## src/rtl/fifo_sched_pkg.sv

```systemverilog
// rtl/fifo_sched_pkg.sv - shared types and helpers for the round-robin FIFO drain scheduler
//
// Purpose: source-index type, one-hot decode and rotating-priority scan.
// The helpers work on fixed maximum-width vectors so that any instance with
// NSRC <= MAX_NSRC can use them. Callers zero-extend their inputs and slice
// the results back down.
// Ports: none (package).
package fifo_sched_pkg;

  localparam int MAX_NSRC  = 16;
  localparam int MAX_SRC_W = 4;

  typedef logic [MAX_SRC_W-1:0] src_idx_t;

  // One-hot decode of idx. Bits at positions n and above always read 0.
  function automatic logic [MAX_NSRC-1:0] onehot(input src_idx_t idx, input int n);
    logic [MAX_NSRC-1:0] v;
    v = '0;
    for (int i = 0; i < MAX_NSRC; i++) begin
      if (i < n && src_idx_t'(i) == idx) v[i] = 1'b1;
    end
    return v;
  endfunction

  // Scans mask starting at start and moving upwards, wrapping modulo n.
  // Returns {found, idx}, where idx is the first set position that the scan visits.
  function automatic logic [MAX_SRC_W:0] rr_scan(input logic [MAX_NSRC-1:0] mask,
                                                 input src_idx_t            start,
                                                 input int                  n);
    logic     found;
    src_idx_t idx;
    int       k;
    found = 1'b0;
    idx   = '0;
    for (int i = 0; i < MAX_NSRC; i++) begin
      if (i < n) begin
        k = int'(start) + i;
        if (k >= n) k = k - n;
        if (!found && mask[k]) begin
          found = 1'b1;
          idx   = src_idx_t'(k);
        end
      end
    end
    return {found, idx};
  endfunction

endpackage

```

## src/rtl/rr_pick.sv

```systemverilog
// rtl/rr_pick.sv - combinational rotating-priority encoder
//
// Purpose: returns the first set bit of i_mask, scanning upwards from i_start
// and wrapping. The scheduler passes i_start = cur+1, so cur is visited last.
// Ports:
//   i_mask   in  NSRC   candidate mask
//   i_start  in  SRC_W  first index scanned
//   o_found  out 1      any bit of i_mask set
//   o_idx    out SRC_W  winning index (0 when !o_found)
module rr_pick
  import fifo_sched_pkg::*;
#(
  parameter int NSRC  = 4,
  parameter int SRC_W = $clog2(NSRC)
) (
  input  logic [NSRC-1:0]  i_mask,
  input  logic [SRC_W-1:0] i_start,
  output logic             o_found,
  output logic [SRC_W-1:0] o_idx
);

  logic [MAX_SRC_W:0] w_res;

  always_comb begin
    w_res = rr_scan(MAX_NSRC'(i_mask), src_idx_t'(i_start), NSRC);
  end

  assign o_found = w_res[MAX_SRC_W];
  assign o_idx   = SRC_W'(w_res[MAX_SRC_W-1:0]);

endmodule

```

## src/rtl/fifo_rr_drain_sched.sv

```systemverilog
// rtl/fifo_rr_drain_sched.sv - round-robin burst-limited drain of NSRC FIFOs into one stream
//
// Purpose: pops at most one FIFO per clock. The beat is captured in a 1-entry
// registered output stage. A source keeps the grant for up to BURST
// consecutive pops, and then the grant rotates to the next non-empty source.
// Ports:
//   clk       in  1            clock
//   rstn      in  1            synchronous reset, active-low
//   i_en      in  1            scheduler enable (low: no new pops, output still drains)
//   i_empty   in  NSRC         per-FIFO empty flags
//   i_rddata  in  NSRC*DATA_W  per-FIFO read data, source k at [k*DATA_W +: DATA_W]
//   o_rden    out NSRC         per-FIFO read enable, one-hot or zero
//   m_valid   out 1            output beat valid
//   m_data    out DATA_W       output beat data
//   m_src     out SRC_W        source index of the output beat
//   m_ready   in  1            downstream accept
//   o_busy    out 1            output beat pending or any FIFO non-empty
module fifo_rr_drain_sched
  import fifo_sched_pkg::*;
#(
  parameter int NSRC   = 4,
  parameter int DATA_W = 8,
  parameter int BURST  = 2,
  parameter int SRC_W  = $clog2(NSRC)
) (
  input  logic                   clk,
  input  logic                   rstn,
  input  logic                   i_en,
  input  logic [NSRC-1:0]        i_empty,
  input  logic [NSRC*DATA_W-1:0] i_rddata,
  output logic [NSRC-1:0]        o_rden,
  output logic                   m_valid,
  output logic [DATA_W-1:0]      m_data,
  output logic [SRC_W-1:0]       m_src,
  input  logic                   m_ready,
  output logic                   o_busy
);

  localparam int               CNT_W   = $clog2(BURST + 1);
  localparam logic [CNT_W-1:0] BURST_C = CNT_W'(BURST);

  logic [SRC_W-1:0]  r_cur;
  logic [CNT_W-1:0]  r_cnt;
  logic              r_valid;
  logic [DATA_W-1:0] r_data;
  logic [SRC_W-1:0]  r_src;

  logic              w_load;
  logic [NSRC-1:0]   w_elig;
  logic              w_keep;
  logic              w_found;
  logic [SRC_W-1:0]  w_pick;
  logic [SRC_W-1:0]  w_start;
  logic [SRC_W-1:0]  w_sel;
  logic              w_pop;
  logic [DATA_W-1:0] w_sel_data;

  assign w_load = !r_valid | m_ready;
  assign w_elig = ~i_empty & {NSRC{i_en}};

  // Stay on cur while it still has burst budget. Otherwise the scan starts at
  // cur+1 and reaches cur last, so a lone remaining source is re-granted
  // without a bubble.
  assign w_keep  = w_elig[r_cur] & (r_cnt < BURST_C);
  assign w_start = (r_cur == SRC_W'(NSRC - 1)) ? '0 : r_cur + 1'b1;

  rr_pick #(
    .NSRC  (NSRC),
    .SRC_W (SRC_W)
  ) u_rr_pick (
    .i_mask  (w_elig),
    .i_start (w_start),
    .o_found (w_found),
    .o_idx   (w_pick)
  );

  assign w_sel      = w_keep ? r_cur : w_pick;
  // o_found is the same condition as |w_elig. Gating with rstn keeps every read
  // enable low during reset.
  assign w_pop      = rstn & w_load & w_found;
  assign w_sel_data = i_rddata[w_sel*DATA_W +: DATA_W];

  assign o_rden = w_pop ? NSRC'(onehot(src_idx_t'(w_sel), NSRC)) : '0;

  always_ff @(posedge clk) begin
    if (!rstn) begin
      r_cur   <= '0;
      r_cnt   <= '0;
      r_valid <= 1'b0;
      r_data  <= '0;
      r_src   <= '0;
    end else if (w_load) begin
      if (w_pop) begin
        r_valid <= 1'b1;
        r_data  <= w_sel_data;
        r_src   <= w_sel;
        if (w_keep) begin
          r_cnt <= r_cnt + 1'b1;
        end else begin
          r_cur <= w_sel;
          r_cnt <= CNT_W'(1);
        end
      end else begin
        r_valid <= 1'b0;
      end
    end
  end

  assign m_valid = r_valid;
  assign m_data  = r_data;
  assign m_src   = r_src;
  assign o_busy  = r_valid | (|(~i_empty));

endmodule

```

## config.mk

```make
export PLATFORM = sky130hd
export DESIGN_NAME = fifo_rr_drain_sched
export DESIGN_NICKNAME = d
export VERILOG_FILES = /design/src/rtl/fifo_sched_pkg.sv /design/src/rtl/rr_pick.sv /design/src/rtl/fifo_rr_drain_sched.sv
export SDC_FILE = /design/constraint.sdc
export NUM_CORES = 1
export LEC_CHECK = 0
export ABC_AREA = 0
export CAP_MARGIN = 20
export CORE_ASPECT_RATIO = 0.75
export CORE_MARGIN = 2
export CORE_UTILIZATION = 46
export CTS_CLUSTER_SIZE = 14
export DETAILED_ROUTE_END_ITERATION = 8
export GPL_TIMING_DRIVEN = 0
export PLACE_DENSITY = 0.83
export SYNTH_ARGS = -nofsm -noshare
export SYNTH_HDL_FRONTEND = slang
export SYNTH_SLANG_ARGS = --single-unit
```

## constraint.sdc

```tcl
create_clock -name clk -period 3.4 [get_ports clk]
set_clock_uncertainty 0.1 [all_clocks]
set_input_delay 0.68 -clock clk [delete_from_list [all_inputs] [get_ports clk]]
set_output_delay 0.68 -clock clk [all_outputs]
set_load 0.03 [all_outputs]
```

==> results.json, run 1 <==
{
  "cap_violations": 0,
  "fmax_ghz": 0.308,
  "area_growth_pct": 45.5,
  "cts_sinks": 15,
  "design.portCount": 56,
  "worst-path-buf-inv": 3,
  "p_sw_mw": 0.379,
  "crit_fanout": 10,
  "multi_input_area_um2": 1330,
  "synth_area_um2": 1690,
  "port_buffers": 54,
  "report.final.setup_viol": 0,
  "startpoint_type": "flip-flop",
  "fin_util_pct": 68.5,
  "seq_power_share_pct": 24.3,
  "synth-edff-count": 0,
  "ys_top_cells_by_count": "37 x nand2_1, 17 x o21a_1, 16 x a22oi_1",
  "crit_family": "simple AND/OR/NAND/NOR gates",
  "synth.avg_cell_area_um2": 7.93,
  "antenna_found_initial": 0,
  "drtIter0Drc": 249,
  "synthFlopType": "dfxtp_1",
  "grt_setup_unrepaired": "false",
  "max_slew_margin_pct": 44.0,
  "period_minus_slack_ns": 3.25,
  "async_flop_share_pct": 0,
  "worstHoldStart": "r_cnt[0]$_SDFFE_PN0P_",
  "clock_power_share_pct": 16.5,
  "arrival_ns": 2.47,
  "vias": 2051,
  "syn-num-nets": 255,
  "r2r_slack_ns": 0.49,
  "numCtsBuffers": 3,
  "p_sw_share_pct": 40.9,
  "rr_startpoint": "r_cur[1]$_SDFFE_PN0P_",
  "root_buffer": "clkbuf_8",
  "finalHoldViolations": 0,
  "ys_types": 51,
  "grt_pass1_wl_mm": 8.99,
  "detail-route-antenna-nets": 0,
  "ys_seq_area_share_pct": 17.8,
  "drt_wl_total_mm": 5.47,
  "grt_max_degree": 20,
  "ys_ff_latch": 15,
  "cp.required_ns": 2.62,
  "slowest_delay_ns": 0.38,
  "cp-end-kind": "output pin",
  "dieArea_um2": 4180,
  "die-width_um": 74.0,
  "p_per_area_nw_per_um2": 377,
  "wl_per_cell_um": 16.6,
  "drc": 0,
  "whs_path_depth": 2,
  "worst_pin_slew_ns": 0.832,
  "cts_tree": "done",
  "num_rows": 19,
  "layout_setup_ws_ns": 0.148,
  "netlist_instances": 213,
  "regArea_um2": 303,
  "slowest_stage": "dfxtp_2",
  "htreeDepth": 1,
  "first_pass_iters": 6,
  "post_route_cells_drive_above_1_share_pct": 19.9,
  "yosys_warnings": 0,
  "combinationalPowerShare_pct": 59.2,
  "cpMostUsedCell": "buf_4",
  "hp-class": "reg -> reg",
  "p_leak_nw": 0.927,
  "crit_path_cell_trace": "ha_1 -> or2_2 -> buf_2 -> o221ai_1 -> nand4_4 -> buf_4 -> a31oi_4 -> and3_1 -> buf_4",
  "finalSetupTns_ns": 0,
  "synth_top_area_cell": "dfxtp_1",
  "r2r_cells": 9,
  "drv_slew": 0,
  "ys_top_cells_by_area": "dfxtp_1 18%, nand2_1 8.2%, o21a_1 7.6%",
  "fin_crit_sh_pct": 95.6,
  "fin_nets": 320,
  "core-area_um2": 3590,
  "irDropWorstVdd_v": 0.000181,
  "cts.path.max_buffers": 2,
  "antenna_cells": 0,
  "p_int_mw": 0.548,
  "yosysMostFrequentCell": "nand2_1",
  "status": "finished, final reports clean",
  "fp.dieH_um": 56.5,
  "post-place-ws_ns": -0.887,
  "synth_top_area_share_pct": 17.8,
  "clkLatencyLatePin_ns": 0.26,
  "gr-total-overflow": 0,
  "design_area_um2": 2460,
  "holdPathEnd": "r_cnt[0]$_SDFFE_PN0P_",
  "r2r-end": "m_data[0]$_SDFFE_PN0P_",
  "worst-setup-path-type": "reg -> out",
  "routed_via_density": 6.23,
  "place_area_um2": 2290,
  "hold_buffers": 0,
  "cts.clk_slew.worst_paths_ns": 0.06,
  "fillerInstances": 294,
  "hpwl_mm": 3.91,
  "track_usage_pct": 27.5,
  "gp_congestion": 0.922,
  "start_util_pct": 47.1,
  "grt_pass1_vias": 1829
}
[state kept, by name, indices dropped and copies added, names as in the netlist]
signal,flops
r_cur,2
r_cnt,2
m_data,8
m_src,2
m_valid,1
[cell type report]
type / count / area share (%)
well taps: 52 / 2.65
multi-input cells: 176 / 54.1
plain buffers: 16 / 5.14
inverters: 5 / 0.764
flip-flops and latches: 15 / 12.3
clock buffers: 4 / 1.83
repair buffers: 61 / 23.2
[per-layer routing]
| metal | part of all wire, % | up-vias | wire, µm | GRT usage, % |
|---|---|---|---|---|
| li1 | - | 968 | - | - |
| met5 | 0 | - | 0 | 0 |
| met1 | 48 | 974 | 2610 | 41.0 |
| met3 | 9.1 | 7 | 500 | 6.46 |
| met4 | 0.84 | 0 | 46 | 4.42 |
| met2 | 42 | 102 | 2310 | 40.7 |
[metrics by stage]
stage               total power [mW]  instances  hold WS (ns)
floorplan                      0.556        213         0.353
CTS                            0.906        328         0.358
global route                   0.977        329         0.414
finish                         0.928        329         0.398
global placement               0.723        319         0.342
detailed placement             0.728        319         0.350
[worst register-to-register path, cell delays in order (launching register included)]
cell and delay [ns]:
dfxtp_2 0.38, ha_1 0.23, buf_6 0.15, nor4b_2 0.30, a2111oi_1 0.10, a211o_1 0.37
buf_4 0.18, a21boi_0 0.66, nand3b_1 0.20, o221ai_1 0.12
[power groups by stage]
| stage | sequential (mW) | combinational (mW) | clock, mW |
|---|---|---|---|
| after detailed placement | 0.227 | 0.501 | 0 |
| after CTS | 0.224 | 0.534 | 0.147 |
| after floorplan | 0.271 | 0.285 | 0 |
| after global routing | 0.229 | 0.589 | 0.159 |
| after global placement | 0.226 | 0.497 | 0 |
| final | 0.225 | 0.549 | 0.153 |
[placed cells by master (no fill, tap or decap), types with 7 or more instances in the layout]
cell and instances:
clkdlybuf4s50_1 46, nand2_1 37, dfxtp_1 13, o21a_1 17, buf_2 7, a22oi_1 16
nand3b_1 8, o221ai_1 8, o221a_1 11, buf_4 10
[kinds of logic after synthesis]
family | count (synthesis) | synth area share [%]
DFF | 15 | 17.8
adders and majority gates | 2 | 1.48
and+or+nand+nor | 84 | 27.6
AOI/OAI and AO/OA | 87 | 44.2
buffers and inverters | 22 | 7.04
muxes | 3 | 1.85
[worst max-delay path by stage]
stage	startpoint	end	slack (ns)	cells past startpoint
final	r_cur[1]$_SDFFE_PN0P_	o_rden[3]	0.15	9
after global placement	i_en	o_rden[3]	-0.89	9
after detailed placement	i_en	o_rden[3]	-0.89	9
after floorplan	r_cur[0]$_SDFFE_PN0P_	o_rden[1]	0.15	10
after CTS	r_cur[1]$_SDFFE_PN0P_	o_rden[3]	0.06	10
after global routing	r_cur[0]$_SDFFE_PN0P_	o_rden[1]	0.02	11
[timing repair]
action,CTS,global route
resized for setup,46,7
setup buffers,6,1
endpoints found under the setup margin,4,4
pin swaps,5,2
Note: power is estimated with default switching activity, not from simulation.
==> run 2, diff against run 1 <==
--- a/config.mk
+++ b/config.mk
@@ -13,6 +13,7 @@
 export CTS_CLUSTER_SIZE = 14
 export DETAILED_ROUTE_END_ITERATION = 8
 export GPL_TIMING_DRIVEN = 0
+export HOLD_SLACK_MARGIN = 0.1
 export PLACE_DENSITY = 0.83
 export SYNTH_ARGS = -nofsm -noshare
 export SYNTH_HDL_FRONTEND = slang
==> results of run 2 <==
Same layout as run 1: the final DEF is identical, and so are final timing and power.
==> run 3, diff against run 2 <==
--- a/config.mk
+++ b/config.mk
@@ -15,6 +15,7 @@
 export GPL_TIMING_DRIVEN = 0
 export HOLD_SLACK_MARGIN = 0.1
 export PLACE_DENSITY = 0.83
+export SKIP_LAST_GASP = 1
 export SYNTH_ARGS = -nofsm -noshare
 export SYNTH_HDL_FRONTEND = slang
 export SYNTH_SLANG_ARGS = --single-unit
==> constraint.sdc (replaced) <==
create_clock -name clk -period 3.5 [get_ports clk]
set_clock_uncertainty 0.1 [all_clocks]
set_input_delay 0.7 -clock clk [delete_from_list [all_inputs] [get_ports clk]]
set_output_delay 0.7 -clock clk [all_outputs]
set_load 0.03 [all_outputs]
==> run 3 against run 2 <==
Against the previous run:
- non-clock buffer count did not move
- first-iteration DRC count fell by 3.6%
- sequential share of layout area down 0.075 points
- flip-flop and latch count is the same
- final cell count unchanged
- register-to-register slack improved by 0.06 ns
- critical path type unchanged
- count of clock-buffer cells in the layout stayed put
- critical endpoint is now o_rden[0]
- routed wire length rose by 1.8%
- global-route usage about the same
==> results.json, run 3 (synthesis results as in run 1) <==
{
  "grt_setup_unrepaired": "false",
  "crit_path_cell_trace": "buf_6 -> inv_1 -> ha_1 -> buf_4 -> nor2_1 -> a311oi_2 -> nand3_1 -> and3_4 -> o21ai_4 -> nor2_1 -> clkdlybuf4s15_2",
  "max_slew_margin_pct": 46.5,
  "place_area_um2": 2290,
  "arrival_ns": 2.57,
  "clkLatencyLatePin_ns": 0.25,
  "crit_fanout": 10,
  "worstHoldStart": "m_src[1]$_SDFFE_PN0P_",
  "wl_per_cell_um": 16.9,
  "cp.required_ns": 2.70,
  "die-width_um": 74.0,
  "cp-end-kind": "output pin",
  "htreeDepth": 1,
  "mostFrequentLayoutCell": "clkdlybuf4s50_1",
  "root_buffer": "clkbuf_8",
  "report.final.setup_viol": 0,
  "fillerInstances": 285,
  "cts_sinks": 15,
  "numCtsBuffers": 3,
  "mostFrequentLayoutCells": "46 x clkdlybuf4s50_1, 37 x nand2_1, 17 x o21a_1",
  "cpMostUsedCell": "nor2_1",
  "p_leak_nw": 0.931,
  "antenna_cells": 0,
  "dieArea_um2": 4180,
  "port_buffers": 54,
  "gp_congestion": 0.922,
  "track_usage_pct": 27.6,
  "crit_family": "buffers and inverters",
  "cap_violations": 0,
  "p_sw_share_pct": 40.7,
  "fin_crit_sh_pct": 96.3,
  "fin_nets": 320,
  "cts.clk_slew.worst_paths_ns": 0.06,
  "routed_via_density": 6.31,
  "finalSetupTns_ns": 0,
  "hp-class": "reg -> reg",
  "gr-total-overflow": 0,
  "drt_wl_total_mm": 5.57,
  "fin_util_pct": 68.9,
  "drc": 0,
  "status": "finished, final reports clean",
  "seq_power_share_pct": 24.3,
  "drv_slew": 0,
  "hold_buffers": 0,
  "p_int_mw": 0.535,
  "antenna_found_initial": 0,
  "start_util_pct": 47.1,
  "worst-setup-path-type": "reg -> out",
  "p_total_mw": 0.902,
  "startpoint_type": "flip-flop",
  "largest_reg_flops": 8,
  "regArea_um2": 303,
  "design.portCount": 56,
  "grt_max_degree": 20,
  "cts.path.max_buffers": 2,
  "first_pass_iters": 5,
  "design_area_um2": 2470,
  "core-area_um2": 3590,
  "num_rows": 19,
  "area_growth_pct": 46.4,
  "clock_power_share_pct": 15.7,
  "grt_pass1_vias": 1833,
  "vias": 2077,
  "grt_pass1_wl_mm": 9.02,
  "cts_tree": "done",
  "fp.dieH_um": 56.5,
  "irDropWorstVdd_v": 0.000152,
  "slowest_stage": "dfxtp_2",
  "worst-path-buf-inv": 4,
  "detail-route-antenna-nets": 0,
  "post_route_cells_drive_above_1_share_pct": 20.9,
  "multi_input_area_um2": 1350,
  "p_sw_mw": 0.367,
  "fmax_ghz": 0.297,
  "drtIter0Drc": 240,
  "worstSetupStartpoint": "r_cur[0]$_SDFFE_PN0P_",
  "period_minus_slack_ns": 3.37,
  "combinationalPowerShare_pct": 60.0,
  "rr_startpoint": "r_cur[1]$_SDFFE_PN0P_",
  "slowest_delay_ns": 0.36,
  "worst_pin_slew_ns": 0.796,
  "hpwl_mm": 3.91,
  "p_per_area_nw_per_um2": 365,
  "finalHoldViolations": 0
}
## run 3: worst paths after layout
check                           end  slack (ns)  depth (start not counted)
max                       o_rden[0]        0.13                         11
min           m_src[1]$_SDFFE_PN0P_        0.36                          2
max reg2reg  m_data[0]$_SDFFE_PN0P_        0.55                          9
min reg2reg   m_src[1]$_SDFFE_PN0P_        0.36                          2
## run 3: final cells by class
type / instances / area share, %
Sequential cell: 15 / 12.2
Buffer: 16 / 4.61
Tap cell: 52 / 2.63
Timing Repair Buffer: 61 / 23.5
Inverter: 5 / 0.759
Clock buffer: 4 / 1.82
Multi-Input combinational cell: 176 / 54.5
## run 3: layer usage
metal,up-vias,global-route usage [%],part of all wire [%]
met4,0,4.94,0.48
met5,-,0,0
met1,1008,42.6,48
met2,103,39.8,44
li1,962,-,-
met3,4,5.03,8.4
## run 3: stage by stage
stage,instances,setup WS (ns),hold WS [ns]
2_1_floorplan,213,0.234,0.353
3_3_place_gp,319,-0.832,0.342
3_5_place_dp,319,-0.827,0.350
4_1_cts,328,0.0146,0.358
5_1_grt,329,0.00507,0.393
6_report,329,0.129,0.359
## run 3: power groups by stage
stage / sequential (mW) / combinational, mW / clock, mW
floorplan: 0.263 / 0.277 / 0
global placement: 0.220 / 0.482 / 0
detailed placement: 0.221 / 0.486 / 0
CTS: 0.218 / 0.516 / 0.143
global route: 0.222 / 0.579 / 0.149
finish: 0.219 / 0.541 / 0.142
## run 3: tightest hold or removal path: cells and delay by family, from the launching register on
family          cells  cell delay (ns)
compound gates      1             0.05
simple gates        1             0.05
flops               1             0.31
## run 3: timing repair
action	in CTS	in global routing
setup endpoints to repair	4	4
setup buffers	6	1
pin swaps	5	1
resized for setup	41	11
